File: src/rtl/pipeline_hazard_control_pkg.sv
// Shared types for the pipeline hazard controller.
// Register-field width and halt/dmem-wait state encoding.
package pipeline_hazard_control_pkg;

    typedef logic [4:0] regbits_t;

    typedef enum logic [1:0] {
        RUN   = 2'd0,
        DWAIT = 2'd1,
        HALT  = 2'd2
    } hazard_state_t;

endpackage

File: src/rtl/pipeline_hazard_control_sat_counter.sv
// Saturating up-counter with synchronous clear and enable.
// Clear dominates enable; the count holds at all-ones.
module hazard_sat_counter #(
    parameter int CNT_W = 32
) (
    input  logic             CLK,
    input  logic             clr,
    input  logic             en,
    output logic [CNT_W-1:0] cnt
);

    always_ff @(posedge CLK) begin
        if (clr)
            cnt <= '0;
        else if (en && (cnt != '1))
            cnt <= cnt + CNT_W'(1);
    end

endmodule

File: src/rtl/pipeline_hazard_control.sv
// Central stall/flush controller for the 5-stage pipeline.
// Drives per-latch pause/nop, PC enable, halt FSM and perf counters.
module pipeline_hazard_control
    import pipeline_hazard_control_pkg::*;
#(
    parameter int CNT_W = 32
) (
    input  logic             CLK,
    input  logic             RST,
    input  logic             ihit,
    input  logic             dhit,
    input  logic             mem_dmemren,
    input  logic             mem_dmemwen,
    input  logic             mem_redirect,
    input  logic             ex_memread,
    input  regbits_t         ex_rd,
    input  regbits_t         id_rs,
    input  regbits_t         id_rt,
    input  logic             wb_halt,
    output logic             pc_en,
    output logic             fd_pause,
    output logic             de_pause,
    output logic             em_pause,
    output logic             mw_pause,
    output logic             fd_nop,
    output logic             de_nop,
    output logic             em_nop,
    output logic             mw_nop,
    output logic             halted,
    output logic [CNT_W-1:0] cycle_cnt,
    output logic [CNT_W-1:0] stall_cnt,
    output logic [CNT_W-1:0] flush_cnt
);

    hazard_state_t state, next_state;

    logic dmem_pend, load_use;
    logic r_halt, r_dmem, r_redir, r_lu, r_miss;
    logic cnt_en;

    assign dmem_pend = (mem_dmemren | mem_dmemwen) & ~dhit;
    assign load_use  = ex_memread & (ex_rd != '0) &
                       ((ex_rd == id_rs) | (ex_rd == id_rt));

    // One-hot winning rule, highest priority first.
    assign r_halt  = (state == HALT) | wb_halt;
    assign r_dmem  = ~r_halt & dmem_pend;
    assign r_redir = ~r_halt & ~dmem_pend & mem_redirect;
    assign r_lu    = ~r_halt & ~dmem_pend & ~mem_redirect & load_use;
    assign r_miss  = ~r_halt & ~dmem_pend & ~mem_redirect & ~load_use
                     & ~ihit;

    always_comb begin
        pc_en    = 1'b1;
        fd_pause = 1'b0;
        de_pause = 1'b0;
        em_pause = 1'b0;
        mw_pause = 1'b0;
        fd_nop   = 1'b0;
        de_nop   = 1'b0;
        em_nop   = 1'b0;
        mw_nop   = 1'b0;
        if (RST) begin
            pc_en  = 1'b0;
            fd_nop = 1'b1;
            de_nop = 1'b1;
            em_nop = 1'b1;
            mw_nop = 1'b1;
        end else begin
            unique case (1'b1)
                r_halt: begin
                    pc_en    = 1'b0;
                    fd_pause = 1'b1;
                    de_pause = 1'b1;
                    em_pause = 1'b1;
                    mw_pause = 1'b1;
                end
                r_dmem: begin
                    pc_en    = 1'b0;
                    fd_pause = 1'b1;
                    de_pause = 1'b1;
                    em_pause = 1'b1;
                    mw_nop   = 1'b1;
                end
                r_redir: begin
                    fd_nop = 1'b1;
                    de_nop = 1'b1;
                    em_nop = 1'b1;
                end
                r_lu: begin
                    pc_en    = 1'b0;
                    fd_pause = 1'b1;
                    de_nop   = 1'b1;
                end
                r_miss: begin
                    pc_en  = 1'b0;
                    fd_nop = 1'b1;
                end
                default: ;
            endcase
        end
    end

    always_comb begin
        next_state = state;
        if (wb_halt) begin
            next_state = HALT;
        end else begin
            unique case (state)
                RUN:     if (dmem_pend) next_state = DWAIT;
                DWAIT:   if (dhit) next_state = RUN;
                HALT:    next_state = HALT;
                default: next_state = RUN;
            endcase
        end
    end

    always_ff @(posedge CLK) begin
        if (RST)
            state <= RUN;
        else
            state <= next_state;
    end

    assign halted = (state == HALT);
    assign cnt_en = ~RST & (state != HALT);

    hazard_sat_counter #(.CNT_W(CNT_W)) u_cycle_cnt (
        .CLK (CLK),
        .clr (RST),
        .en  (cnt_en),
        .cnt (cycle_cnt)
    );

    hazard_sat_counter #(.CNT_W(CNT_W)) u_stall_cnt (
        .CLK (CLK),
        .clr (RST),
        .en  (cnt_en & ~pc_en),
        .cnt (stall_cnt)
    );

    hazard_sat_counter #(.CNT_W(CNT_W)) u_flush_cnt (
        .CLK (CLK),
        .clr (RST),
        .en  (cnt_en & r_redir),
        .cnt (flush_cnt)
    );

endmodule

File: config.mk
export PLATFORM = sky130hd
export DESIGN_NAME = pipeline_hazard_control
export DESIGN_NICKNAME = d
export VERILOG_FILES = /design/src/rtl/pipeline_hazard_control_pkg.sv /design/src/rtl/pipeline_hazard_control_sat_counter.sv /design/src/rtl/pipeline_hazard_control.sv
export SDC_FILE = /design/constraint.sdc
export NUM_CORES = 1
export LEC_CHECK = 0
export CORE_MARGIN = 4
export CORE_UTILIZATION = 50
export DETAILED_ROUTE_END_ITERATION = 8
export PLACE_DENSITY = 0.87
export SYNTH_ARGS = -nofsm -noshare
export SYNTH_HDL_FRONTEND = slang
export SYNTH_SLANG_ARGS = --single-unit
File: constraint.sdc
create_clock -name CLK -period 3.7 [get_ports CLK]
set_input_delay 1.11 -clock CLK [delete_from_list [all_inputs] [get_ports CLK]]
set_output_delay 1.11 -clock CLK [all_outputs]
set_load 0.1 [all_outputs]
Yosys cells after proc, flatten, opt, wreduce, memory -nomap -nowiden
Index checks and enable logic that the tools add are counted.
- add/sub/neg operators: 3
- equal/unequal tests: 12
- multiplexer cells: 20
- bitwise operators: 24
- reductions and logical operators: 13
- operator list (cell ; count):
    adder 32 x 1 -> 32 bit, second input constant ; 3
    inequality test 32 bit, second input constant ; 3
    two-way mux 1 bit ; 16
    bitwise AND 1 bit ; 13
    == test 5 bit ; 2
    inverter 1 bit ; 8
    OR reduction 2 bit ; 4
    two-way mux 2 bit ; 3
    inequality test 2 bit, second input constant ; 3
    inequality test 3 bit, second input constant ; 2
    case mux 2 bit (3 select lines) ; 1
    nonzero test 5 bit ; 1
    AND reduction 2 bit ; 2
    OR reduction 4 bit ; 1
    logical AND 1 bit ; 3
    OR 1 bit ; 3
    OR reduction 3 bit ; 1
    == test 2 x 1 -> 1 bit, second input constant ; 1
    == test 2 bit, second input constant ; 1
    logical NOT 2 bit ; 1
- flip-flop bits (word level): 98
- input port bits: 24
- output and inout bits: 106

Depth between registers and ports, before layout
Gate-level depths: netlist of the first run.
- word-level depth: 13
- mapped depth: 10

Modules after synthesis
Synthesis of the first run repeated with hierarchy kept, for this count alone.
- cells, all modules: 646
- area total of the unflattened synthesis: 5371.4 sq um
- by module, submodules not included (module ; times used ; cells an instance ; area each (sq um)):
    hazard_sat_counter ; 3 ; 199 ; 1674.1
    pipeline_hazard_control ; 1 ; 49 ; 349.1

Worst setup path before layout of the first run
OpenSTA, ideal clock, no wires.
- kind: input-to-output
- start point: in ex_rd[1]
- end point: out fd_nop
- data arrival time: 4.093 ns
- data required time: 2.590 ns
- path slack: -1.503 ns
- cell stages on the path: 5
- cells stage by stage: or4_1 o21ai_0 nand2b_1 a21oi_1 o21ai_0
- cells in the longest elaborated chain, start to end: 9
- elaborated cells between the ends (all ways): 12
- classes of those cells: eq/ne: 2; mux: 2; bitwise: 6; reduce/logical: 2
- RTL lines (element ; RTL line ; text):
    start: declaration ; pipeline_hazard_control.sv:16 ; input regbits_t ex_rd,
    == test 5 bit or nonzero test 5 bit (tied branches) ; pipeline_hazard_control.sv:43, pipeline_hazard_control.sv:42 ;
    OR 1 bit or bitwise AND 1 bit (tied branches) ; pipeline_hazard_control.sv:43, pipeline_hazard_control.sv:42 ;
    bitwise AND 1 bit (*) ; pipeline_hazard_control.sv:42 ; assign load_use = ex_memread & (ex_rd != '0) &
    inverter 1 bit (*) ; pipeline_hazard_control.sv:50 ; assign r_miss = ~r_halt & ~dmem_pend & ~mem_redirect & ~load_use
    bitwise AND 1 bit (*) ; pipeline_hazard_control.sv:50 ;
    bitwise AND 1 bit (*) ; pipeline_hazard_control.sv:51 ; & ~ihit;
    OR reduction 2 bit (no line) (*) ; - ;
    two-way mux 1 bit (*) ; pipeline_hazard_control.sv:70 ; unique case (1'b1)
    two-way mux 1 bit (*) ; pipeline_hazard_control.sv:63 ; if (RST) begin
    end: declaration ; pipeline_hazard_control.sv:25 ; output logic fd_nop,
Every way passes the cells marked *; elsewhere a longest branch is shown, timed or not.

Worst setup path in the final report of the first run
- start point: in dhit
- end point: out fd_nop
- cells in the longest elaborated chain, start to end: 10
- elaborated cells between the ends (all ways): 11
- classes of those cells: mux: 2; bitwise: 8; reduce/logical: 1
- RTL lines (element ; RTL line ; text):
    start: declaration ; pipeline_hazard_control.sv:11 ; input logic dhit,
    inverter 1 bit (*) ; pipeline_hazard_control.sv:41 ; assign dmem_pend = (mem_dmemren | mem_dmemwen) & ~dhit;
    bitwise AND 1 bit (*) ; pipeline_hazard_control.sv:41 ;
    inverter 1 bit (*) ; pipeline_hazard_control.sv:48, pipeline_hazard_control.sv:50 ;
    bitwise AND 1 bit (*) ; pipeline_hazard_control.sv:48, pipeline_hazard_control.sv:50 ;
    bitwise AND 1 bit (2 in series) ; pipeline_hazard_control.sv:50 ;
    bitwise AND 1 bit ; pipeline_hazard_control.sv:51 ;
    OR reduction 2 bit (no line) (*) ; - ;
    two-way mux 1 bit (*) ; pipeline_hazard_control.sv:70 ;
    two-way mux 1 bit (*) ; pipeline_hazard_control.sv:63 ;
Marked as above.

==> results of run 1 <==
[repair_timing]
item	4_1_cts	5_1_grt
endpoints found under the setup margin	4	4
resized for setup	44	11
pin swaps	16	6
setup buffers	1	0
[worst max-delay path: stages]
cell and delay (ps):
clkdlybuf4s50_1 500, o21ba_4 190, or3_4 370, o21ai_4 180
buf_12 190
[metal layers]
layer  track usage, %  wire (um)  up-vias
li1                 -          -     2521
met3            6.459       1069       21
met2            39.32       6869      180
met4            7.213        238        0
met1            28.46       5792     2497
met5                0          0        -
[final cells by class]
type	count	area, um^2	area share, %
Multi-Input combinational cell	478	3105	45.95
Sequential cell	98	1962	29.03
Timing Repair Buffer	148	1289	19.07
Tap cell	133	166.4	2.462
Clock buffer	10	127.6	1.888
Clock inverter	6	57.56	0.8515
Inverter	13	51.30	0.7590
[how the worst max path moves through the flow]
| stage | startpoint | end | slack (ps) | cells past startpoint |
|---|---|---|---|---|
| final | dhit | fd_nop | 50 | 5 |
| after global routing | ex_rd[2] | pc_en | -7 | 7 |
| after CTS | ex_rd[2] | pc_en | 10 | 7 |
| after detailed placement | ex_rd[3] | fd_pause | -490 | 8 |
| after global placement | ex_rd[1] | pc_en | -410 | 7 |
| after floorplan | mem_dmemwen | de_nop | -220 | 5 |
[registers in the layout, indices dropped and copies added (netlist names)]
signal,count
state,2
u_cycle_cnt.cnt,32
u_flush_cnt.cnt,32
u_stall_cnt.cnt,32
[power by group through the flow]
| stage | registers (mW) | logic (mW) | clock network, mW |
|---|---|---|---|
| after floorplan | 1.13 | 0.143 | 0 |
| after global placement | 1.09 | 0.276 | 0 |
| after detailed placement | 1.09 | 0.282 | 0 |
| after CTS | 1.07 | 0.288 | 0.689 |
| after global routing | 1.07 | 0.305 | 0.739 |
| final | 1.07 | 0.291 | 0.684 |
[cell families after synthesis]
kind of cell               count (synthesis)  share of synthesized area [%]
adders and majority gates                  3                         0.7300
muxes                                      6                          1.265
buffers and inverters                     48                          4.039
xor gates and xnor gates                  60                          10.22
and+or+nand+nor                          318                          33.94
DFF                                       98                          38.15
AOI/OAI and AO/OA                         91                          11.65
[cells in the final DEF (no fill, tap or decap), types with 4 or more instances in the layout]
cell,instances
nand4_1,34
clkinv_2,4
or3_1,15
and2_1,7
buf_12,11
nand2_1,47
nor4_1,23
inv_1,12
o311ai_0,6
dfxtp_1,98
xnor2_1,41
o31ai_1,10
nor3_1,15
nor4b_1,5
buf_4,115
nand3_1,35
clkdlybuf4s15_1,4
clkdlybuf4s50_1,6
nor2_1,73
a21oi_1,31
clkbuf_8,9
dlygate4sd2_1,5
or4_1,15
nor2b_1,4
o21ai_0,17
and3_1,12
and4_1,9
xor2_1,18
o41ai_1,7
==> results_dict.tcl, run 1 <==
set metrics [dict create \
    ir_drop_mv 0.1621 \
    seqPwrFrac_pct 52.3 \
    antenna_left 0 \
    cts.hold.buffers_added 0 \
    root_buffer "clkbuf_8" \
    core_area_um2 9910 \
    grt_max_degree 86 \
    total_power_mw 2.042 \
    dp_hpwl_um 10060 \
    routedWlPerCell_um 15.77 \
    grt_first_pass_wirelength_um 22700 \
    drt-total-wl_um 13970 \
    fmax_mhz 273.7 \
    clkSlewWorstSetupHoldPaths_ps 90 \
    period_share_pct 98.74 \
    instances_no_fill 886 \
    status "completed" \
    antenna_cells 0 \
    port_buffers 129 \
    synthTopCellsByArea "dfxtp_1 (38%), xnor2_1 (7.2%), nor2_1 (5.5%)" \
    cts_max_level 3 \
    clk_path_buf_depth 2 \
    netlist.area_leader.share_pct 38.15 \
    dp_slack_ps -487.1 \
    combinationalPowerShare_pct 14.2 \
    hold_class "reg -> reg" \
    p_leak_nw 2.455 \
    tightest_slew_ps 829.3 \
    reg2reg_depth 6 \
    path_class "in -> out" \
    yosysMostFrequentCell "dfxtp_1" \
    ys_ff_latch 98 \
    globalplace.congestion 0.8849 \
    swShare_pct 28.12 \
    r2r_slack_ps 1160 \
    fin_util_pct 68.21 \
    max_cap_violations 0 \
    setup_viol 0 \
    syn_area_um2 5142 \
    slew_violations 0 \
    syn_to_final_growth_pct 31.44 \
    drc 0 \
    yosysTopAreaCell "dfxtp_1" \
    syn-num-nets 651 \
    internal_power_mw 1.468 \
    synth-edff-count 0 \
    die_x_um 109.4 \
    hold_depth 1 \
    io_pins 130 \
    overflow 0 \
    synth_commonest_cells "dfxtp_1 (98), nor2_1 (76), nand2_1 (48)" \
    netlist_instances 624 \
    grt_pass1_vias 4781 \
    routed_via_density 5.891 \
    synth_cell_types 55 \
    layout-drive-gt1-share_pct 23.90 \
    die-area_um2 11970 \
    nFillCells 796 \
    r2r_start "u_stall_cnt.cnt[15]" \
    hold_ws_ps 492.4 \
    synth.yosys.warnings 0 \
    clock-sinks 98 \
    r2r_end "u_stall_cnt.cnt[30]" \
    cp.required_ps 2590 \
    hold_end "state[0]" \
    place_inst 869 \
    nets 775 \
    skew_ps 10.44 \
    dr.pass1.iters 5 \
    hold_viol 0 \
    slew_headroom_pct 44.72 \
    rsz0062_at_grt "yes" \
    synth_flop_cell "dfxtp_1" \
    tns_ps 0 \
    synthArstFlopShare_pct 0 \
    power_density_nw_per_um2 302.1 \
    startpoint_type "primary input" \
    period_needed_ps 3653 \
    drtIter0Drc 285 \
    insertion_delay_ps 370 \
    start_util_pct 51.89 \
    antenna_found_initial 0 \
    crit_fanout 4 \
    ys_seq_area_share_pct 38.15 \
    hp-start "state[0]" \
    design_area_um2 6759 \
    grt_usage_pct 23.17 \
    vias 5219 \
    cts_made_buffers 9 \
    end_kind "output port" \
    critPathArrivalTime_ps 2540 \
    p_switching_mw 0.5742 \
    clock_power_share_pct 33.5 \
    die_h_um 109.4 \
    cts_tree "yes" \
    post_dp_cell_area_um2 6492 \
    setup_slack_ps 46.78 \
    syn_area_per_cell_um2 8.241 \
    num_rows 36 \
]
No activity file was read; power rests on OpenSTA's default activity.
==> run 2, diff against run 1 <==
SETUP_SLACK_MARGIN = 0.02   (was not set)
==> results_dict.tcl, run 2 (synthesis results as in run 1) <==
set metrics [dict create \
    status "finished, violations left" \
    violations "setup timing" \
    cts_tree "yes" \
    startpoint_type "primary input" \
    start_util_pct 51.89 \
    path_class "in -> out" \
    p_leak_nw 2.477 \
    crit_fanout 3 \
    setup_slack_ps -22.42 \
    hp-start "state[0]" \
    overflow 0 \
    fmax_mhz 268.6 \
    hold_class "reg -> reg" \
    tightest_slew_ps 981.5 \
    die-area_um2 11970 \
    io_pins 130 \
    grt_usage_pct 23.40 \
    routed_via_density 5.874 \
    top_regs "u_cycle_cnt.cnt (32), u_flush_cnt.cnt (32), u_stall_cnt.cnt (32)" \
    clkSlewWorstSetupHoldPaths_ps 100 \
    antenna_cells 0 \
    crit_start "id_rt[2]" \
    insertion_delay_ps 370 \
    internal_power_mw 1.472 \
    period_share_pct 100.6 \
    grt_first_pass_wirelength_um 22880 \
    die_h_um 109.4 \
    dr.pass1.iters 6 \
    combinationalPowerShare_pct 14.5 \
    ir_drop_mv 0.1665 \
    max_cap_violations 0 \
    clock-sinks 98 \
    place_inst 869 \
    final_common_cell "buf_4" \
    power_density_nw_per_um2 302.8 \
    skew_ps 12.13 \
    layout-drive-gt1-share_pct 25.00 \
    tns_ps -22.42 \
    setup_viol 1 \
    clk_path_buf_depth 2 \
    p_switching_mw 0.5889 \
    grt_max_degree 61 \
    total_power_mw 2.061 \
    num_rows 36 \
    instances_no_fill 889 \
    cts.hold.buffers_added 0 \
    port_buffers 129 \
    syn_to_final_growth_pct 32.34 \
    cp.required_ps 2590 \
    fin_util_pct 68.67 \
    routedWlPerCell_um 16.03 \
    core_area_um2 9910 \
    end_kind "output port" \
    r2r_start "u_stall_cnt.cnt[0]" \
    slew_violations 0 \
    root_buffer "clkbuf_8" \
    period_needed_ps 3722 \
    drtIter0Drc 329 \
    nets 778 \
    slew_headroom_pct 34.50 \
    swShare_pct 28.58 \
    die_x_um 109.4 \
    drc 0 \
    grt_pass1_vias 4892 \
    layout_common_cells "buf_4 (119), dfxtp_1 (98), nor2_1 (73), nand2_1 (46), xnor2_1 (37)" \
    cts_made_buffers 9 \
    drt-total-wl_um 14250 \
    rsz0062_at_grt "yes" \
    critPathArrivalTime_ps 2610 \
    dp_hpwl_um 10180 \
    dp_slack_ps -483.7 \
    seqPwrFrac_pct 51.8 \
    antenna_left 0 \
    vias 5222 \
    antenna_found_initial 0 \
    cts_max_level 3 \
    hold_viol 0 \
    globalplace.congestion 0.9181 \
    clock_power_share_pct 33.7 \
]
-- run 2: final timing paths --
check | end | slack (ps) | cells past startpoint
setup / recovery | fd_pause | -20 | 8
hold / removal | state[0] | 490 | 1
setup reg to reg | u_stall_cnt.cnt[21] | 1120 | 7
hold reg to reg | state[0] | 490 | 1
-- run 2: critical path, stage by stage --
cell and delay [ps]:
dlygate4sd2_1 240, xnor2_1 190, nand2_1 130, o22ai_4 200, nand2b_4 90, or2_4 260, a21oi_4 180, buf_12 190
-- run 2: layer usage --
layer  wire length, um  GRT usage [%]  up-vias
met5                 0              0        -
met4               323          9.795        0
met3              1034          4.639       30
met2              6924          39.28      197
met1              5972          29.24     2462
li1                  -              -     2533
-- run 2: cell type report --
cell class / count / area [um^2]
Fill cell: 823 / 3104
Multi-Input combinational cell: 478 / 3139
Timing Repair Buffer: 151 / 1292
Sequential cell: 98 / 1962
Clock buffer: 9 / 123.9
Clock inverter: 7 / 70.07
Tap cell: 133 / 166.4
Inverter: 13 / 51.30
-- run 2: metrics by stage --
stage          hold slack [ps]  instance area (um^2)
3_5_place_dp             464.6                  6507
4_1_cts                  488.5                  6739
6_report                 486.9                  6805
5_1_grt                  536.0                  6805
2_1_floorplan            443.7                  5221
3_3_place_gp             458.3                  6507
-- run 2: what timing repair did --
action / 4_1_cts / 5_1_grt
pin swaps: 21 / 13
endpoints found under the setup margin: 4 / 4
resized for setup: 44 / 15
buffers inserted: 3 / 1
-- run 2: power groups by stage --
stage	clock, mW	combinational (mW)	sequential (mW)
after floorplan	0	0.146	1.13
after global placement	0	0.278	1.09
after detailed placement	0	0.283	1.09
after CTS	0.706	0.286	1.07
after global routing	0.749	0.313	1.07
final	0.694	0.299	1.07
